## config.mk

```make
export PLATFORM = sky130hd
export DESIGN_NAME = sid_waveform_mv_flat
export DESIGN_NICKNAME = d
export VERILOG_FILES = /design/src/rtl/sid_waveform_mv_if.sv /design/src/rtl/sid_waveform_mv.sv /design/src/flat_wrapper.sv
export SDC_FILE = /design/constraint.sdc
export NUM_CORES = 1
export LEC_CHECK = 0
export BUFFER_PORTS_ARGS = -buffer_cell sky130_fd_sc_hd__buf_2
export CORE_UTILIZATION = 55
export DETAILED_ROUTE_END_ITERATION = 6
export PLACE_DENSITY = 0.86
export SETUP_SLACK_MARGIN = 0.2
export SKIP_CTS_REPAIR_TIMING = 1
export SYNTH_ARGS = -nofsm -noshare
export SYNTH_HDL_FRONTEND = slang
export SYNTH_SLANG_ARGS = --single-unit
```

## constraint.sdc

```tcl
create_clock -name clk -period 10.1 [get_ports clk]
set_clock_uncertainty 0.1 [all_clocks]
set_input_delay 2.02 -clock clk [delete_from_list [all_inputs] [get_ports clk]]
set_output_delay 2.02 -clock clk [all_outputs]
set_load 0.01 [all_outputs]
```

## src/rtl/sid_waveform_mv_if.sv

```systemverilog
// Beat stream from sid_waveform_mv to the waveform mixer / DAC.
// Handshake: out_valid qualifies one beat per cycle; there is no ready, so the consumer must take every beat.
interface sid_waveform_mv_if #(
    parameter int VOICES    = 3,
    parameter int OUT_WIDTH = 12
);
    localparam int VW = $clog2(VOICES);

    logic                 out_valid;
    logic [VW-1:0]        out_voice;
    logic [3:0]           out_selector;
    logic [OUT_WIDTH-1:0] out_saw_tri;
    logic                 out_pulse;
    logic [7:0]           out_noise;

    modport master (
        output out_valid, out_voice, out_selector, out_saw_tri, out_pulse, out_noise
    );
    modport slave (
        input out_valid, out_voice, out_selector, out_saw_tri, out_pulse, out_noise
    );
endinterface

```

## src/rtl/sid_waveform_mv.sv

```systemverilog
// Time-multiplexed multi-voice SID waveform generator: per tick, one ADD pass and one SYNC/output pass.
// Optional ring modulation is enabled by defining SID_WFMV_RINGMOD_EN.
module sid_waveform_mv #(
    parameter int VOICES     = 3,
    parameter int ACC_WIDTH  = 24,
    parameter int FREQ_WIDTH = 16,
    parameter int OUT_WIDTH  = 12
) (
    input  logic                         clk,
    input  logic                         res,
    input  logic                         tick,
    input  logic [VOICES*FREQ_WIDTH-1:0] freq,
    input  logic [VOICES*OUT_WIDTH-1:0]  pw,
    input  logic [VOICES*7-1:0]          ctrl,
    sid_waveform_mv_if.master            wf,
    output logic                         busy,
    output logic                         overrun,
    output logic [1:0]                   dbg_state
);
    localparam int VW  = $clog2(VOICES);
    localparam int LW  = 23;
    localparam int NB  = ACC_WIDTH - 5;
    localparam int PW2 = (ACC_WIDTH + 1) / 2;
    localparam logic [VW-1:0]        LAST      = VW'(VOICES - 1);
    localparam logic [2*PW2-1:0]     ACC_PAT_W = {PW2{2'b01}};
    localparam logic [ACC_WIDTH-1:0] ACC_INIT  = ACC_PAT_W[ACC_WIDTH-1:0];

    typedef enum logic [1:0] {
        ST_IDLE = 2'd0,
        ST_ADD  = 2'd1,
        ST_SYNC = 2'd2
    } state_t;

    state_t        state, state_nx;
    logic [VW-1:0] idx, idx_nx;

    logic [ACC_WIDTH-1:0] acc  [VOICES];
    logic [LW-1:0]        lfsr [VOICES];
    logic [VOICES-1:0]    up;

    logic [FREQ_WIDTH-1:0] freq_a [VOICES];
    logic [OUT_WIDTH-1:0]  pw_a   [VOICES];
    logic [3:0]            sel_a  [VOICES];
    logic [VOICES-1:0]     test_v, sync_v, so_v;

    logic                 valid_q;
    logic [VW-1:0]        voice_q;
    logic [3:0]           sel_q;
    logic [OUT_WIDTH-1:0] saw_tri_q;
    logic                 pulse_q;
    logic [7:0]           noise_q;

    logic [VW-1:0]        src_idx;
    logic [ACC_WIDTH-1:0] cur_acc, sum;
    logic [LW-1:0]        cur_lfsr, lfsr_nx;
    logic                 noise_clk, rst_i, msb, saw, tri_xor, pulse;
    logic [OUT_WIDTH-1:0] top, saw_tri;
    logic [7:0]           noise;

`ifdef SID_WFMV_RINGMOD_EN
    logic [VOICES-1:0] ring_v;
    logic [VOICES-1:0] msb_add;
`endif

    always_comb begin
        for (int v = 0; v < VOICES; v++) begin
            freq_a[v] = freq[v*FREQ_WIDTH +: FREQ_WIDTH];
            pw_a[v]   = pw[v*OUT_WIDTH +: OUT_WIDTH];
            sel_a[v]  = ctrl[v*7+3 +: 4];
            test_v[v] = ctrl[v*7+2];
            sync_v[v] = ctrl[v*7];
`ifdef SID_WFMV_RINGMOD_EN
            ring_v[v] = ctrl[v*7+1];
`endif
        end
    end

    // so_v[x]: voice x is itself being reset this sweep, which masks it as a sync source.
    always_comb begin
        for (int x = 0; x < VOICES; x++) begin
            so_v[x] = test_v[x] | (sync_v[x] & up[(x + VOICES - 1) % VOICES]);
        end
    end

    always_ff @(posedge clk or posedge res) begin
        if (res) begin
            state <= ST_IDLE;
            idx   <= '0;
        end else begin
            state <= state_nx;
            idx   <= idx_nx;
        end
    end

    always_comb begin
        state_nx = state;
        idx_nx   = idx;
        busy     = (state != ST_IDLE);
        case (state)
            ST_IDLE: begin
                if (tick) begin
                    state_nx = ST_ADD;
                    idx_nx   = '0;
                end
            end
            ST_ADD: begin
                if (idx == LAST) begin
                    state_nx = ST_SYNC;
                    idx_nx   = '0;
                end else begin
                    idx_nx = idx + 1'b1;
                end
            end
            ST_SYNC: begin
                if (idx == LAST) begin
                    state_nx = ST_IDLE;
                    idx_nx   = '0;
                end else begin
                    idx_nx = idx + 1'b1;
                end
            end
            default: begin
                state_nx = ST_IDLE;
                idx_nx   = '0;
            end
        endcase
    end

    assign dbg_state = state;

    // Shared per-voice datapath: in ADD cur_acc is pre-add, in SYNC it is the post-add value.
    always_comb begin
        src_idx   = (idx == '0) ? LAST : idx - 1'b1;
        cur_acc   = acc[idx];
        sum       = cur_acc + ACC_WIDTH'(freq_a[idx]);
        noise_clk = ~cur_acc[NB] & sum[NB];
        cur_lfsr  = lfsr[idx];
        if (test_v[idx]) begin
            lfsr_nx = '1;
        end else if (noise_clk) begin
            lfsr_nx = {cur_lfsr[21:0], cur_lfsr[22] ^ cur_lfsr[17]};
        end else begin
            lfsr_nx = cur_lfsr;
        end
        rst_i = test_v[idx] | (sync_v[idx] & up[src_idx] & ~so_v[src_idx]);
        top   = rst_i ? '0 : cur_acc[ACC_WIDTH-1 -: OUT_WIDTH];
        msb   = top[OUT_WIDTH-1];
        saw   = sel_a[idx][1];
`ifdef SID_WFMV_RINGMOD_EN
        tri_xor = ~saw & ((ring_v[idx] & ~msb_add[src_idx]) ^ msb);
`else
        tri_xor = ~saw & msb;
`endif
        saw_tri = {msb, top[OUT_WIDTH-2:0] ^ {(OUT_WIDTH-1){tri_xor}}};
        pulse   = (top >= pw_a[idx]) | test_v[idx];
        noise   = {cur_lfsr[20], cur_lfsr[18], cur_lfsr[14], cur_lfsr[11],
                   cur_lfsr[9],  cur_lfsr[5],  cur_lfsr[2],  cur_lfsr[0]};
    end

    always_ff @(posedge clk or posedge res) begin
        if (res) begin
            for (int v = 0; v < VOICES; v++) begin
                acc[v]  <= ACC_INIT;
                lfsr[v] <= '1;
            end
            up        <= '0;
`ifdef SID_WFMV_RINGMOD_EN
            msb_add   <= '0;
`endif
            valid_q   <= 1'b0;
            voice_q   <= '0;
            sel_q     <= '0;
            saw_tri_q <= '0;
            pulse_q   <= 1'b0;
            noise_q   <= '0;
            overrun   <= 1'b0;
        end else begin
            valid_q <= 1'b0;
            if (tick && busy) begin
                overrun <= 1'b1;
            end
            if (state == ST_ADD) begin
                acc[idx]  <= sum;
                up[idx]   <= ~cur_acc[ACC_WIDTH-1] & sum[ACC_WIDTH-1];
                lfsr[idx] <= lfsr_nx;
`ifdef SID_WFMV_RINGMOD_EN
                msb_add[idx] <= sum[ACC_WIDTH-1];
`endif
            end else if (state == ST_SYNC) begin
                if (rst_i) begin
                    acc[idx] <= '0;
                end
                valid_q   <= 1'b1;
                voice_q   <= idx;
                sel_q     <= sel_a[idx];
                saw_tri_q <= saw_tri;
                pulse_q   <= pulse;
                noise_q   <= noise;
            end
        end
    end

    assign wf.out_valid    = valid_q;
    assign wf.out_voice    = voice_q;
    assign wf.out_selector = sel_q;
    assign wf.out_saw_tri  = saw_tri_q;
    assign wf.out_pulse    = pulse_q;
    assign wf.out_noise    = noise_q;
endmodule

```

## src/flat_wrapper.sv

```systemverilog
// flat-port wrapper written by rule: the top's interface ports become plain ports
module sid_waveform_mv_flat 
#(
    parameter int VOICES     = 3,
    parameter int ACC_WIDTH  = 24,
    parameter int FREQ_WIDTH = 16,
    parameter int OUT_WIDTH  = 12
)
  (clk, res, tick, freq, pw, ctrl, busy, overrun, dbg_state, wf_out_valid, wf_out_voice, wf_out_selector, wf_out_saw_tri, wf_out_pulse, wf_out_noise);
  sid_waveform_mv_if #(.VOICES(VOICES), .OUT_WIDTH(OUT_WIDTH)) wf_i ();
  input  logic clk;
  input  logic res;
  input  logic tick;
  input  logic [VOICES*FREQ_WIDTH-1:0] freq;
  input  logic [VOICES*OUT_WIDTH-1:0] pw;
  input  logic [VOICES*7-1:0] ctrl;
  output logic busy;
  output logic overrun;
  output logic [1:0] dbg_state;
  output wire logic [$bits(wf_i.out_valid)-1:0] wf_out_valid;
  output wire logic [$bits(wf_i.out_voice)-1:0] wf_out_voice;
  output wire logic [$bits(wf_i.out_selector)-1:0] wf_out_selector;
  output wire logic [$bits(wf_i.out_saw_tri)-1:0] wf_out_saw_tri;
  output wire logic [$bits(wf_i.out_pulse)-1:0] wf_out_pulse;
  output wire logic [$bits(wf_i.out_noise)-1:0] wf_out_noise;
  assign wf_out_valid = wf_i.out_valid;
  assign wf_out_voice = wf_i.out_voice;
  assign wf_out_selector = wf_i.out_selector;
  assign wf_out_saw_tri = wf_i.out_saw_tri;
  assign wf_out_pulse = wf_i.out_pulse;
  assign wf_out_noise = wf_i.out_noise;
  sid_waveform_mv #(.VOICES(VOICES), .ACC_WIDTH(ACC_WIDTH), .FREQ_WIDTH(FREQ_WIDTH), .OUT_WIDTH(OUT_WIDTH)) u_core (.clk(clk), .res(res), .tick(tick), .freq(freq), .pw(pw), .ctrl(ctrl), .wf(wf_i), .busy(busy), .overrun(overrun), .dbg_state(dbg_state));
endmodule
```

# After elaboration in Yosys (flattened, before gate mapping)
# Cells that the tools add are included.
# classes
addsub	3
n_bitwise	23
reduce_logical	12
mux	48
n_eq_ne	6
magnitude_cmp	6
# ops
operator	n
2-to-1 mux 72 bit	3
2-to-1 mux 23 bit	5
AND 72 bit	1
bitwise mux 72 bit	1
2-to-1 mux 24 bit	3
inverter 72 bit	1
bitwise mux 69 bit	1
binary-select mux 24 bit (select 2 bit)	1
demux 24 bit (select 2 bit)	1
binary-select mux 23 bit (select 2 bit)	1
demux 23 bit (select 2 bit)	1
2-to-1 mux 12 bit	3
binary-select mux 16 bit (select 2 bit)	1
2-to-1 mux 16 bit	2
adder 24 x 16 -> 24 bit	1
binary-select mux 12 bit (select 2 bit)	1
>= comparator 12 bit	1
2-to-1 mux 2 bit	6
bitwise XOR 11 bit	1
AND 1 bit	8
binary-select mux 1 bit (select 2 bit)	4
binary-select mux 4 bit (select 2 bit)	1
2-to-1 mux 4 bit	2
2-to-1 mux 1 bit	7
other kinds (24)	41
# totals
word_cells	114
out_inout_bits	32
input_bits	108
ff_bits	177

# Depth between registers and ports, before layout
# logic_depth
word_depth	10
depth_mapped	22
mapped_depth_nobuf	16

# Worst setup path before layout
# OpenSTA, ideal clock, no wires.
# synth_timing
kind	input port to flip-flop
from	in freq[33]
to	reg u_core.lfsr[10] (netlist name)
path_stages	17
t_required_ns	9.927
n_path_buf	2
arrival_time_ns	5.261
setup_slack_ns	4.666
setup_time_ns	0.073
cell_sequence	mux2i_1 -> nor2_1 -> a21oi_1 -> inv_1 -> ha_1 -> a21oi_1 -> nand4b_1 -> a2111o_1 -> a31oi_4 -> nand2_1 -> nor2_1 -> ha_1 -> clkbuf_1 -> buf_1 -> mux2i_1 -> nor2_1 -> a21oi_1
# synth_via
elab_chain_len	8
# synth_lines
element	line_no	text
start: declaration	flat_wrapper.sv:14	input logic [VOICES*FREQ_WIDTH-1:0] freq;
binary-select mux 16 bit (select 2 bit)	sid_waveform_mv.sv:135	sum = cur_acc + ACC_WIDTH'(freq_a[idx]);
2-to-1 mux 16 bit (not written as such) (2 in a row)	sid_waveform_mv.sv:135	
adder 24 x 16 -> 24 bit	sid_waveform_mv.sv:135	
AND 1 bit	sid_waveform_mv.sv:136	noise_clk = ~cur_acc[NB] & sum[NB];
2-to-1 mux 23 bit	sid_waveform_mv.sv:140	end else if (noise_clk) begin
2-to-1 mux 23 bit	sid_waveform_mv.sv:138	if (test_v[idx]) begin
bitwise mux 69 bit	sid_waveform_mv.sv:185	lfsr[idx] <= lfsr_nx;
end signal: indexed assignment	sid_waveform_mv.sv:185	
end: declaration	sid_waveform_mv.sv:38	logic [LW-1:0] lfsr [VOICES];
# No other way between the ends. The select of a mux whose other input is x is not followed.
# A chain may end at the register's enable or synchronous reset.

# Worst setup path in the final report
# layout_timing
from	reg u_core.idx[1]
to	reg u_core.lfsr[21] (netlist name)
# layout_via
elab_chain_len	9
elab_cells_between_ends	23
classes_between	add/sub: 1; order compare: 2; mux: 16; bitwise: 3; reduce/logical: 1
# layout_lines
element	line_no	text
start: declaration	sid_waveform_mv.sv:35	logic [VW-1:0] idx, idx_nx;
start signal: assignment	sid_waveform_mv.sv:91	idx <= idx_nx;
inverter 2 -> 3 bit (not written as such)	--	
binary-select mux 24 bit (select 2 bit) or binary-select mux 16 bit (select 2 bit) (tied branches)	sid_waveform_mv.sv:134, sid_waveform_mv.sv:135	
2-to-1 mux 24 bit (not written as such) or 2-to-1 mux 16 bit (tied branches) (2 in a row)	sid_waveform_mv.sv:134, sid_waveform_mv.sv:135	
adder 24 x 16 -> 24 bit or inverter 1 bit (tied branches)	sid_waveform_mv.sv:135, sid_waveform_mv.sv:136	
AND 1 bit	sid_waveform_mv.sv:136	
2-to-1 mux 23 bit	sid_waveform_mv.sv:140	
2-to-1 mux 23 bit	sid_waveform_mv.sv:138	
bitwise mux 69 bit (*)	sid_waveform_mv.sv:185	
# Every way passes the cells marked *; elsewhere a longest branch is shown, timed or not. The select of a mux whose other input is x is not followed.

==> run_results.csv <==
group,metric,value,unit
outcome,status,"complete, but fails checks",
outcome,violations,"DRC",
hold_path,hold_end,"u_core.overrun",
logic_synthesis,syn_nets,1246,
setup_path,cp.arrival,5.71,ns
grt,grt_max_degree,96,
route,wl_per_cell,17.4,um
grt,grt_use_total,26.7,%
setup_path,critPathRequiredTime,10.36,ns
logic_synthesis,synthArstFlopShare,100,%
final_layout,final_core_util,64.0,%
cts,cts.sinks,177,
grt,antenna_found_initial,0,
grt,grtUsageMet3,4.30,%
final_layout,final_cell_mix,"nor2_1, a21oi_1, buf_2",
final_layout,final_area,11600,um2
logic_synthesis,synth.distinct_cells,61,
hold_path,worstHoldPathCells,1,
placed_design,dp_worst_setup_slack,4.39,ns
setup_path,cp-end-kind,"register",
route,vias_per_cell,5.94,
placed_design,portBuffers,136,
timing,fmaxAchievable,184,MHz
route,dr.pass1.iters,7,
logic_synthesis,ys_ff_latch,177,
timing,hold_viol,0,
setup_path,critPathKind,"reg2reg",
route,routed_wirelength,25000,um
timing,tns,0,ns
placed_design,dpl.cell_count,1405,
final_layout,drive_above_1_share,25.4,%
timing,setup_violations,0,
logic_synthesis,yosysWarnings,0,
timing,worst-slew-pin-transition,1.01,ns
logic_synthesis,syn_area,10200,um2
setup_path,r2r-start,"u_core.idx[1]",
grt,busiest_layer,"met2",
cts,clk_pin_slew,0.07,ns
logic_synthesis,synth_enable_flop_cells,0,
floorplan,dieArea,19100,um2
floorplan,start_util,56.3,%
timing,min_period_over_period,53.9,%
final_layout,layout.cells.non_filler,1437,
final_layout,area_growth,13.5,%
placed_design,hpwl,16000,um
cts,h-tree-depth,4,
logic_synthesis,postSynthCellCount,1100,
placed_design,routabilityCongestion,0.955,
setup_path,worstRegToRegCells,15,
route,drc,38,
final_layout,insertedDiodeCount,0,
grt,grt_pass1_wl,41200,um
logic_synthesis,synth_top_flop_cell,"dfstp_2",
cts,numCtsBuffers,17,
timing,finalMaxSlewViolations,0,
hold_path,hp-start,"u_core.overrun",
cts,clockRootBuffer,"clkbuf_16",
grt,grt_overflow,0,
power,power_density,304,nW/um2
timing,timing.max_slew.rel_slack,33.0,%
power,cellLeakagePower,0.00490,uW
cts,clkLatencyLatePin,0.44,ns
floorplan,die_y,138,um
setup_path,reg2reg_slack,4.65,ns
floorplan,die_w,138,um
power,vdd_drop_max,156,uV
route,drt_iter0_markers,803,
placed_design,place_area,11000,um2
timing,period_needed,5.45,ns
cts,cts_tree,"built",
cts,clk_path_buf_depth,2,
final_layout,layout_commonest_cell,"nor2_1",
route,num_vias,8531,
timing,setup_slack,4.65,ns
final_layout,finalNetCount,1341,
floorplan,core_region_area,18100,um2
setup_path,startpoint_type,"register",
grt,grt_pass1_vias,8316,
grt,grt_use_met1,34.4,%
timing,rsz0062_at_grt,"no",
setup_path,r2r_end,"u_core.lfsr[21]",
floorplan,pin_count,140,
logic_synthesis,syn_area_per_cell,9.26,um2
floorplan,num_rows,49,
logic_synthesis,yosysSeqAreaShare,44.8,%
route,antenna_left,0,
hold_path,hold_path_class,"reg2reg",
grt,gr-usage-met2,45.9,%
job,cap_violations,0,
setup_path,path_max_fanout,45,
cell usage after synthesis (4+ instances only):
cell type / instances / area [um2]
a21oi_1: 148 / 741
o31ai_1: 18 / 135
and2_1: 9 / 56.3
buf_1: 7 / 26.3
and3_1: 7 / 43.8
a21o_1: 12 / 90.1
o21a_1: 5 / 37.5
nor2_1: 166 / 623
buf_2: 18 / 90.1
xor2_1: 14 / 123
a22o_1: 33 / 289
ha_1: 37 / 463
clkbuf_1: 41 / 154
inv_1: 21 / 78.8
o21ai_0: 59 / 295
buf_4: 9 / 67.6
nand4_1: 4 / 25.0
nand2_1: 112 / 420
nor3_1: 4 / 20.0
dfrtp_1: 72 / 1800
mux2_2: 6 / 67.6
mux2i_1: 101 / 1010
o22ai_1: 19 / 119
xnor2_1: 14 / 123
dfstp_2: 105 / 2760
nand3_1: 5 / 25.0
cell families (layout without fill, tap and decap cells):
logic type	after synthesis	after routing	share of synthesized area [%]
XOR/XNOR	28	28	2.41
AO/OA/AOI/OAI	331	331	20.2
flip-flops	177	177	44.8
multiplexers	108	108	10.7
AND/OR/NAND/NOR	322	322	13.1
adder cells (fa/ha/maj)	38	38	4.74
buffers and inverters	96	204	4.09
stage by stage:
| step | hold WS, ns | total power [uW] |
|---|---|---|
| finish | 0.380 | 3520 |
| global route | 0.401 | 3750 |
| CTS | 0.382 | 3510 |
| detailed placement | 0.365 | 2810 |
| global placement | 0.336 | 2740 |
| floorplan | 0.348 | 2400 |
critical path, cell delays in order (launching register included):
cell      delay (ns)
dfrtp_4         0.73
buf_4           0.59
buf_4           0.71
mux2i_1         0.27
o22ai_1         0.10
ha_1            0.45
nand4_1         0.19
a2111o_1        0.45
a31oi_4         0.32
nand2_1         0.17
nor2_1          0.14
ha_1            0.16
buf_4           0.37
mux2i_1         0.26
nor2_1          0.09
a21oi_1         0.19
per-layer routing:
metal | vias to the layer above | part of all wire (%)
li1 | 4069 | -
met4 | 0 | 2.0
met5 | - | 0
met2 | 311 | 50
met3 | 46 | 5.4
met1 | 4105 | 43
layout make-up:
class | count | area, um2
well taps | 229 | 287
clock buffers | 20 | 478
flip-flops and latches | 177 | 4570
repair buffers | 151 | 793
clock inverters | 12 | 134
multi-input cells | 827 | 5220
inverters | 21 | 83.8
fillers | 1410 | 6520
sequential cells by signal, summed over array words and instances (netlist names):
register	cells
u_core.acc	72
u_core.dbg_state	2
u_core.idx	2
u_core.lfsr	69
u_core.overrun	1
u_core.up	3
u_core.wf.out_noise	8
u_core.wf.out_pulse	1
u_core.wf.out_saw_tri	12
u_core.wf.out_selector	4
u_core.wf.out_valid	1
u_core.wf.out_voice	2
worst max path at each step:
stage	depth (start not counted)	start	slack, ns	endpoint
after detailed placement	17	freq[33]	4.39	u_core.lfsr[21]
after CTS	15	u_core.idx[1]	4.69	u_core.lfsr[21]
final	15	u_core.idx[1]	4.65	u_core.lfsr[21]
after global routing	15	u_core.idx[1]	4.37	u_core.lfsr[8]
after floorplan	1	res	3.35	u_core.acc[11]
after global placement	17	freq[33]	4.51	u_core.lfsr[46]
where the power goes:
part / internal, uW / leakage [uW] / total [uW] / switching [uW]
combinational: 613 / 0.00259 / 1660 / 1040
sequential: 1030 / 0.00202 / 1180 / 148
clock: 377 / 0.000295 / 685 / 308
total: 2020 / 0.00490 / 3520 / 1500
Note: power is estimated with default switching activity, not from simulation.
